$ cat src/rtl/haz_pkg.sv
// Shared types and helpers for the pipeline hazard/forwarding controller.
package haz_pkg;

  // Ready-stage codes as carried by decode.
  localparam int unsigned RDY_ALU  = 1;
  localparam int unsigned RDY_LOAD = 2;

  // Stored ready stage is already clamped to 1..NSTAGE, and NSTAGE <= 6 fits in 3 bits.
  localparam int unsigned RDY_ENT_W = 3;

  // One shadow-pipe entry: destination tag of the instruction in that stage.
  typedef struct packed {
    logic                 vld;
    logic [4:0]           rd;
    logic                 we;
    logic [RDY_ENT_W-1:0] rdy;
  } haz_entry_t;

  // Width of a forwarding select: 0 = regfile, 1..nstage = stage result.
  function automatic int unsigned fsel_w(input int unsigned nstage);
    return $clog2(nstage + 1);
  endfunction

  // 0 behaves like an ALU result; anything past the last stage only appears at WB.
  function automatic logic [RDY_ENT_W-1:0] clamp_rdy(input int unsigned rdy,
                                                     input int unsigned nstage);
    int unsigned r;
    r = rdy;
    if (r == 0) begin
      r = RDY_ALU;
    end else if (r > nstage) begin
      r = nstage;
    end
    return r[RDY_ENT_W-1:0];
  endfunction

endpackage

$ cat src/rtl/haz_src_match.sv
// Compares one source operand against every shadow-pipe entry and picks the youngest producer.
module haz_src_match
  import haz_pkg::*;
#(
  parameter int unsigned NSTAGE = 3,
  parameter int unsigned NREG   = 32,
  parameter int unsigned FSEL_W = 2
) (
  input  haz_entry_t [NSTAGE-1:0] ents_i,
  input  logic [4:0]              rs_i,
  input  logic                    rs_en_i,
  output logic [FSEL_W-1:0]       fwd_sel_o,
  output logic                    hazard_o
);

  // Walk oldest to youngest so the youngest match overrides older ones.
  always_comb begin
    fwd_sel_o = '0;
    hazard_o  = 1'b0;
    for (int unsigned k = NSTAGE; k >= 1; k--) begin
      if (ents_i[k-1].vld && ents_i[k-1].we && (ents_i[k-1].rd != 5'd0) &&
          (32'(ents_i[k-1].rd) < NREG) && (ents_i[k-1].rd == rs_i) && rs_en_i) begin
        if (k >= 32'(ents_i[k-1].rdy)) begin
          fwd_sel_o = FSEL_W'(k);
          hazard_o  = 1'b0;
        end else begin
          fwd_sel_o = '0;
          hazard_o  = 1'b1;
        end
      end
    end
  end

endmodule

$ cat src/rtl/pipe_hazard_ctrl.sv
// Hazard/forwarding controller: shadow pipe of destination tags after ID, per-operand
// forwarding selects, stall/bubble control, memory-wait freeze and retire reporting.
// Optional HAZ_PERF_CNT_EN adds stall-cycle and retire counters.
module pipe_hazard_ctrl
  import haz_pkg::*;
#(
  parameter  int unsigned NSTAGE = 3,
  parameter  int unsigned NREG   = 32,
  parameter  int unsigned RDY_W  = 3,
  localparam int unsigned FSEL_W = fsel_w(NSTAGE)
) (
  input  logic              clock,
  input  logic              rst,
  input  logic              dec_valid,
  input  logic [4:0]        dec_rs1,
  input  logic              dec_rs1_en,
  input  logic [4:0]        dec_rs2,
  input  logic              dec_rs2_en,
  input  logic [4:0]        dec_rd,
  input  logic              dec_rd_we,
  input  logic [RDY_W-1:0]  dec_rdy_stg,
  input  logic              flush,
  input  logic              mem_wait,
  output logic [FSEL_W-1:0] rs1_fwd_sel,
  output logic [FSEL_W-1:0] rs2_fwd_sel,
  output logic              stall,
  output logic              ret_valid,
  output logic [4:0]        ret_rd,
  output logic              ret_we
`ifdef HAZ_PERF_CNT_EN
  ,
  output logic [31:0]       perf_stall_cnt,
  output logic [31:0]       perf_ret_cnt
`endif
);

  haz_entry_t [NSTAGE-1:0] stage_q;
  haz_entry_t              dec_ent;
  haz_entry_t              last_ent;
  logic [FSEL_W-1:0]       sel1, sel2;
  logic                    haz1, haz2;
  logic                    hazard;

  haz_src_match #(
    .NSTAGE (NSTAGE),
    .NREG   (NREG),
    .FSEL_W (FSEL_W)
  ) u_match_rs1 (
    .ents_i    (stage_q),
    .rs_i      (dec_rs1),
    .rs_en_i   (dec_rs1_en),
    .fwd_sel_o (sel1),
    .hazard_o  (haz1)
  );

  haz_src_match #(
    .NSTAGE (NSTAGE),
    .NREG   (NREG),
    .FSEL_W (FSEL_W)
  ) u_match_rs2 (
    .ents_i    (stage_q),
    .rs_i      (dec_rs2),
    .rs_en_i   (dec_rs2_en),
    .fwd_sel_o (sel2),
    .hazard_o  (haz2)
  );

  // Entry that ID would push into stage 1, with the ready stage clamped to 1..NSTAGE.
  always_comb begin
    dec_ent     = '0;
    dec_ent.vld = dec_valid;
    dec_ent.rd  = dec_rd;
    dec_ent.we  = dec_rd_we;
    dec_ent.rdy = clamp_rdy(32'(dec_rdy_stg), NSTAGE);
  end

  assign hazard = dec_valid & (haz1 | haz2);

  // Shadow pipe: each stage holds on mem_wait, otherwise takes its younger neighbour.
  for (genvar g = 0; g < NSTAGE; g++) begin : g_stage
    haz_entry_t ent_in;
    haz_entry_t ent_d;

    if (g == 0) begin : g_first
      // Flush or an unresolved hazard inserts a bubble; ID is re-evaluated next cycle.
      assign ent_in = (flush || hazard) ? '0 : dec_ent;
    end else begin : g_rest
      assign ent_in = stage_q[g-1];
    end

    assign ent_d = mem_wait ? stage_q[g] : ent_in;

    // Stage register with synchronous clear.
    always_ff @(posedge clock) begin
      if (rst) begin
        stage_q[g] <= '0;
      end else begin
        stage_q[g] <= ent_d;
      end
    end
  end

  assign last_ent = stage_q[NSTAGE-1];

  // Outputs are forced quiet while reset is held.
  always_comb begin
    rs1_fwd_sel = rst ? '0 : sel1;
    rs2_fwd_sel = rst ? '0 : sel2;
    stall       = ~rst & (mem_wait | (dec_valid & ~flush & (haz1 | haz2)));
    ret_valid   = ~rst & ~mem_wait & last_ent.vld;
    ret_rd      = ret_valid ? last_ent.rd : 5'd0;
    ret_we      = ret_valid & last_ent.we;
  end

`ifdef HAZ_PERF_CNT_EN
  logic [31:0] stall_cnt_q, ret_cnt_q;

  // Free-running event counters; wrap naturally at 2^32.
  always_ff @(posedge clock) begin
    if (rst) begin
      stall_cnt_q <= '0;
      ret_cnt_q   <= '0;
    end else begin
      if (stall) stall_cnt_q <= stall_cnt_q + 32'd1;
      if (ret_valid) ret_cnt_q <= ret_cnt_q + 32'd1;
    end
  end

  assign perf_stall_cnt = stall_cnt_q;
  assign perf_ret_cnt   = ret_cnt_q;
`endif

endmodule

$ cat config.mk
export PLATFORM = sky130hd
export DESIGN_NAME = pipe_hazard_ctrl
export DESIGN_NICKNAME = d
export VERILOG_FILES = /design/src/rtl/haz_pkg.sv /design/src/rtl/haz_src_match.sv /design/src/rtl/pipe_hazard_ctrl.sv
export SDC_FILE = /design/constraint.sdc
export NUM_CORES = 1
export LEC_CHECK = 0
export CORE_MARGIN = 3
export CORE_UTILIZATION = 45
export DETAILED_ROUTE_END_ITERATION = 7
export PLACE_DENSITY_LB_ADDON = 0.25
export SLEW_MARGIN = 15
export SYNTH_ARGS = -nofsm -noshare
export SYNTH_HDL_FRONTEND = slang
export SYNTH_SLANG_ARGS = --single-unit
$ cat constraint.sdc
create_clock -name clock -period 2 [get_ports clock]
set_clock_uncertainty 0.05 [all_clocks]
set_input_delay 0.4 -clock clock [delete_from_list [all_inputs] [get_ports clock]]
set_output_delay 0.4 -clock clock [all_outputs]
set_load 0.02 [all_outputs]
==> impl_metrics.env, run 1 <==
export IMPL_period_share=1.347
export IMPL_switching_share=0.2546
export IMPL_fin_nets=318
export IMPL_num_vias=1883
export IMPL_synthMuxAreaShare=0.1231
export IMPL_async_flop_share=0
export IMPL_worstSkewPairLatency_ps=280
export IMPL_outcome="complete, but fails checks"
export IMPL_p_sw_mw=0.3422
export IMPL_synth_nets=223
export IMPL_crit_path_end_kind="primary output"
export IMPL_area_delta_synth_final_pct=64.98
export IMPL_clock_path_buffers=2
export IMPL_place_inst=331
export IMPL_avgSynthCellArea_um2=8.669
export IMPL_synth_ff_type="dfxtp_1"
export IMPL_initial_core_util=0.4887
export IMPL_synth_compound_area_share=0.1297
export IMPL_fmax_mhz=371.1
export IMPL_peakVddDrop_mv=0.3043
export IMPL_ys_seq_elements=28
export IMPL_worstRegToRegCells=10
export IMPL_r2r_end="g_stage[1].ent_in[6]"
export IMPL_grt_max_degree=17
export IMPL_synth_seq_area_share=0.3282
export IMPL_diodes=0
export IMPL_regToRegStartpoint="g_stage[2].ent_in[7]"
export IMPL_wl_per_cell_um=17.38
export IMPL_crit_path_frequent_cell="buf_4"
export IMPL_cts_sinks=28
export IMPL_yosys_area_share_xor_xnor=0.1538
export IMPL_grt_pass1_wl_um=8514
export IMPL_fp_dieH_um=67.61
export IMPL_tightest_slew_ps=329.8
export IMPL_drive_gt1_frac=0.4124
export IMPL_fin_crit_ps=2695
export IMPL_synth_top_family_by_area="simple AND/OR/NAND/NOR gates"
export IMPL_synth_simple_gate_area_share=0.2322
export IMPL_port_buffers=37
export IMPL_synth_edf_count=0
export IMPL_netlist_area_um2=1708
export IMPL_crit_chain="buf_4 -> xnor2_1 -> nand4_1 -> nor3_2 -> buf_4 -> mux2i_4 -> o22ai_4 -> a31o_4 -> buf_6"
export IMPL_critPathKind="flip-flop to primary output"
export IMPL_netlist_area_leader_share=0.3282
export IMPL_hold_path_class="flip-flop to flip-flop"
export IMPL_grt_pass1_vias=1902
export IMPL_violations="setup timing"
export IMPL_vias_per_cell=5.588
export IMPL_relSlewSlack=0.7785
export IMPL_r2r_slack_ps=-120
export IMPL_hold_viol_final=0
export IMPL_cts_buffers=3
export IMPL_place_gp_congestion=0.8861
export IMPL_setup_viol=14
export IMPL_p_seq_frac=0.441
export IMPL_synth_warnings=0
export IMPL_cp_arrival_ps=2240
export IMPL_internal_power_mw=1.002
export IMPL_p_leak_nw=1.218
export IMPL_die_x_um=67.61
export IMPL_synth_fa_ha_area_frac=0
export IMPL_fin_ws_ps=-695.0
export IMPL_root_buffer="clkbuf_8"
export IMPL_ant_nets=0
export IMPL_grt_antenna_before_repair=0
export IMPL_grtUsageTotal=0.2489
export IMPL_hold_end="g_stage[1].ent_in[2]"
export IMPL_hp_start="g_stage[1].ent_in[2]"
export IMPL_pin_count=38
export IMPL_finalNonFillerCells=337
export IMPL_cpMaxStageDelayCell="dfxtp_1"
export IMPL_dieArea_um2=4570
export IMPL_rsz0062_at_grt="yes"
export IMPL_wl_um=5857
export IMPL_syn_instance_count=197
export IMPL_cp_max_fo=4
export IMPL_critPathRequiredTime_ps=1550
export IMPL_first_pass_iters=4
export IMPL_whs_path_depth=1
export IMPL_clk_pin_slew_ps=100
export IMPL_synth_distinct_cells=35
export IMPL_fp_coreArea_um2=3495
export IMPL_drc=0
export IMPL_clock_power_share=0.337
export IMPL_cp_start_kind="flip-flop"
export IMPL_hold_buffers=0
export IMPL_synth_area_top_cells="dfxtp_1, xnor2_1, mux2i_1"
export IMPL_h_tree_depth=1
export IMPL_drt_iter0_drc=149
export IMPL_grt_overflow=0
export IMPL_rows=21
export IMPL_cts_tree="done"
export IMPL_p_per_area_nw_per_um2=477.1
export IMPL_cap_violations=0
export IMPL_dpl_hpwl_um=3855
export IMPL_pwr_share_comb=0.221
export IMPL_cp_slowest_stage_delay_ps=330
export IMPL_final_util=0.8063
export IMPL_report_final_slew_viol_count=0
export IMPL_yosysTopAreaCell="dfxtp_1"
-- worst max-delay path by stage --
stage / from / end / slack, ps / depth (start not counted)
CTS: g_stage[1].ent_in[8] / stall / -590 / 8
floorplan: g_stage[2].ent_in[8] / stall / -160 / 7
global route: g_stage[2].ent_in[7] / stall / -780 / 9
global placement: dec_rs2[3] / rs2_fwd_sel[0] / -1240 / 9
finish: g_stage[2].ent_in[7] / stall / -690 / 9
detailed placement: dec_rs2[3] / rs2_fwd_sel[0] / -1250 / 9
-- layout by cell type (no fill, tap or decap), drive strengths merged, types with 2 or more instances in the layout --
master | synthesis | routed
buf | 2 | 74
dfxtp | 28 | 28
nor2 | 27 | 27
xnor2 | 26 | 26
mux2i | 21 | 21
clkdlybuf4s50 | 0 | 12
dlygate4sd2 | 0 | 12
o21ai | 10 | 10
nand3 | 9 | 9
and2 | 7 | 7
nand4 | 7 | 7
a32oi | 7 | 7
nor3 | 7 | 7
nand2 | 6 | 6
xor2 | 4 | 4
a21oi | 4 | 4
clkbuf | 8 | 4
or4 | 3 | 3
o211ai | 3 | 3
a21o | 2 | 2
or3 | 2 | 2
nor4 | 2 | 2
-- per-stage QoR --
step	worst slack, ps	total power [mW]	hold WS, ps	cell area [um2]	TNS, ps
floorplan	-163.2	0.7279	385.3	1745	-1327
global placement	-1237	0.8671	418.4	2579	-12570
detailed placement	-1249	0.8735	420.1	2579	-13740
CTS	-593.4	1.316	446.3	2691	-2740
global route	-777.2	1.384	466.3	2818	-5264
finish	-695.0	1.344	449.5	2818	-4039
-- critical path, delay by kind of cell (launching register included) --
family                 cells  cell delay (ps)
AO/OA/AOI/OAI              2              340
multiplexers               1              250
XOR/XNOR                   1              180
flip-flops                 1              330
AND/OR/NAND/NOR            2              410
buffers and inverters      3              440
-- power by group through the flow --
stage	combinational (mW)	sequential (mW)	clock [mW]
finish	0.298	0.593	0.454
global route	0.316	0.595	0.473
CTS	0.272	0.591	0.453
detailed placement	0.270	0.603	0
global placement	0.265	0.602	0
floorplan	0.121	0.607	0
-- cell type report --
type                            instances  area (um2)
Fill cell                             211       676.9
Tap cell                               46       57.56
Sequential cell                        28       571.8
Clock buffer                            3       41.29
Clock inverter                          1       30.03
Timing Repair Buffer                  100       829.5
Inverter                                1       3.754
Multi-Input combinational cell        158        1284
-- flip-flops by register name (all words and copies together), names as in the netlist --
register and flops:
g_stage.ent_in 20, last_ent 8
-- repair_timing --
| action | in CTS | in global routing |
|---|---|---|
| pin swaps | 10 | 5 |
| endpoints found under the setup margin | 21 | 16 |
| setup buffers | 2 | 2 |
| gates resized for setup | 82 | 35 |
-- routing by layer --
metal,up-vias,routed length (um),GRT usage
met5,-,0,0
met3,18,346,0.03161
li1,896,-,-
met4,0,175,0.1089
met2,72,2947,0.4569
met1,897,2388,0.2838
-- logic make-up (layout without fill, tap and decap cells) --
| group | count (synthesis) | after routing |
|---|---|---|
| AOI/OAI and AO/OA | 30 | 30 |
| xor gates and xnor gates | 30 | 30 |
| buffers and inverters | 11 | 105 |
| DFF | 28 | 28 |
| muxes | 21 | 21 |
| and+or+nand+nor | 77 | 77 |
-- Yosys cell counts, types with 2 or more instances --
library cell,n
and2_1,7
mux2i_1,21
nand2_1,6
nand3_1,9
clkbuf_1,8
o211ai_2,2
nor3_1,7
xnor2_1,26
xor2_1,4
dfxtp_1,28
nor4_1,2
or4_1,2
buf_6,2
a32oi_1,7
a21oi_1,4
nor2_1,27
o21ai_0,10
nand4_1,7
a21o_1,2
Power figures use the tool's default switching activity.
==> run 2: changes to the inputs <==
Settings changed: CORE_UTILIZATION 45 to 47, CTS_BUF_LIST from default to sky130_fd_sc_hd__clkbuf_8, CTS_CLUSTER_DIAMETER from default to 100.
==> run 2 against run 1 <==
Critical path type unchanged. The run still ends with setup timing left. Die area is 3.9% lower. Non-clock buffer count is 3 lower. Global-route usage is 0.74 points higher. Setup slack better by 130 ps. Worst hold slack hardly changed. Fmax is 5.2% higher. Highest routed layer unchanged.
==> impl_metrics.env, run 2 (same netlist as run 1, synthesis figures left out) <==
export IMPL_outcome="complete, but fails checks"
export IMPL_violations="setup timing"
export IMPL_worstSkewPairLatency_ps=270
export IMPL_fillers=234
export IMPL_report_final_slew_viol_count=0
export IMPL_hold_viol_final=0
export IMPL_cp_slowest_stage_delay_ps=550
export IMPL_rows=21
export IMPL_switching_share=0.2694
export IMPL_period_share=1.281
export IMPL_setup_viol=14
export IMPL_root_buffer="clkbuf_8"
export IMPL_cp_arrival_ps=2110
export IMPL_vias_per_cell=5.547
export IMPL_place_gp_congestion=0.8800
export IMPL_grt_overflow=0
export IMPL_p_per_area_nw_per_um2=429.9
export IMPL_grt_max_degree=15
export IMPL_cp_start_kind="flip-flop"
export IMPL_cts_tree="done"
export IMPL_area_delta_synth_final_pct=60.95
export IMPL_wl_per_cell_um=15.77
export IMPL_fmax_mhz=390.2
export IMPL_finalPower_mw=1.182
export IMPL_cts_sinks=28
export IMPL_dieArea_um2=4393
export IMPL_h_tree_depth=1
export IMPL_drive_gt1_frac=0.4111
export IMPL_tns_ps=-3839
export IMPL_diodes=0
export IMPL_cpMaxStageDelayCell="or4_4"
export IMPL_first_pass_iters=4
export IMPL_layout_commonest_cell="buf_4"
export IMPL_fin_crit_ps=2562
export IMPL_fp_coreArea_um2=3416
export IMPL_cts_buffers=3
export IMPL_grt_antenna_before_repair=0
export IMPL_grt_pass1_wl_um=8625
export IMPL_p_leak_nw=1.172
export IMPL_num_vias=1847
export IMPL_pwr_share_comb=0.239
export IMPL_critPathRequiredTime_ps=1550
export IMPL_grtUsageTotal=0.2563
export IMPL_clock_path_buffers=2
export IMPL_p_seq_frac=0.501
export IMPL_holdWs_ps=449.4
export IMPL_internal_power_mw=0.8633
export IMPL_relSlewSlack=0.7774
export IMPL_rsz0062_at_grt="yes"
export IMPL_die_x_um=66.28
export IMPL_p_sw_mw=0.3184
export IMPL_fin_ws_ps=-562.5
export IMPL_peakVddDrop_mv=0.3511
export IMPL_crit_path_end_kind="primary output"
export IMPL_port_buffers=37
export IMPL_layout_common_cells="buf_4, xnor2_1, nor2_1, mux2i_1, dfxtp_1"
export IMPL_tightest_slew_ps=333.9
export IMPL_critPathKind="flip-flop to primary output"
export IMPL_fp_dieH_um=66.28
export IMPL_cap_violations=0
export IMPL_final_util=0.8048
export IMPL_largest_reg_flops=20
export IMPL_drt_iter0_drc=100
export IMPL_hold_path_class="flip-flop to flip-flop"
export IMPL_crit_chain="or4_4 -> o211ai_2 -> buf_4 -> o211ai_1 -> a21o_1 -> o21bai_4 -> a31o_4 -> buf_6"
export IMPL_ant_nets=0
export IMPL_post_place_ws_ps=-1208
export IMPL_cp_max_fo=2
export IMPL_dpl_hpwl_um=4059
export IMPL_pin_count=38
export IMPL_grt_pass1_vias=1886
export IMPL_initial_core_util=0.5000
export IMPL_clk_pin_slew_ps=90
export IMPL_wl_um=5251
export IMPL_hold_buffers=0
export IMPL_clock_power_share=0.260
export IMPL_drc=0
export IMPL_fin_nets=315
==> run 2: what timing repair did <==
item / 4_1_cts / 5_1_grt
setup endpoints to repair: 21 / 21
pin swaps: 10 / 5
cloned: 1 / 0
gates resized for setup: 94 / 24
setup buffers: 2 / 2
==> run 2: power by group through the flow <==
stage / clock network (mW) / registers (mW) / logic, mW
after floorplan: 0 / 0.607 / 0.121
after detailed placement: 0 / 0.603 / 0.269
final: 0.307 / 0.593 / 0.282
after CTS: 0.311 / 0.592 / 0.275
after global placement: 0 / 0.602 / 0.262
after global routing: 0.328 / 0.595 / 0.302
==> run 2: layout make-up <==
cell class | count | area (um2) | share of cell area
clock buffers | 3 | 41.29 | 0.01502
multi-input cells | 158 | 1267 | 0.4611
flip-flops and latches | 28 | 571.8 | 0.2080
well taps | 46 | 57.56 | 0.02094
repair buffers | 97 | 807.0 | 0.2936
inverters | 1 | 3.754 | 0.001365
==> run 2: layer usage <==
| layer | global-route usage | routed length [um] | up-vias |
|---|---|---|---|
| met5 | 0 | 0 | - |
| met4 | 0.07614 | 73 | 0 |
| met3 | 0.02381 | 206 | 9 |
| met2 | 0.4969 | 2775 | 57 |
| met1 | 0.2894 | 2195 | 890 |
| li1 | - | - | 891 |
==> run 2: stage by stage <==
step	area (um2)	cells
floorplan	1745	197
global placement	2556	328
detailed placement	2556	328
CTS	2713	333
global route	2749	333
finish	2749	333
==> run 2: final timing paths <==
path         slack (ps)  cells after the start                    to                 start
max                -560                      8                 stall  g_stage[2].ent_in[5]
min                 450                      2  g_stage[1].ent_in[0]  g_stage[1].ent_in[0]
max reg2reg        -170                     10  g_stage[1].ent_in[5]  g_stage[2].ent_in[5]
min reg2reg         450                      2  g_stage[1].ent_in[0]  g_stage[1].ent_in[0]
==> run 2: critical path: cells and delay by family, from the launching register on <==
kind,cells,cell delay [ps]
AOI/OAI and AO/OA,5,720
buffers and inverters,2,250
DFF,1,330
and+or+nand+nor,1,550
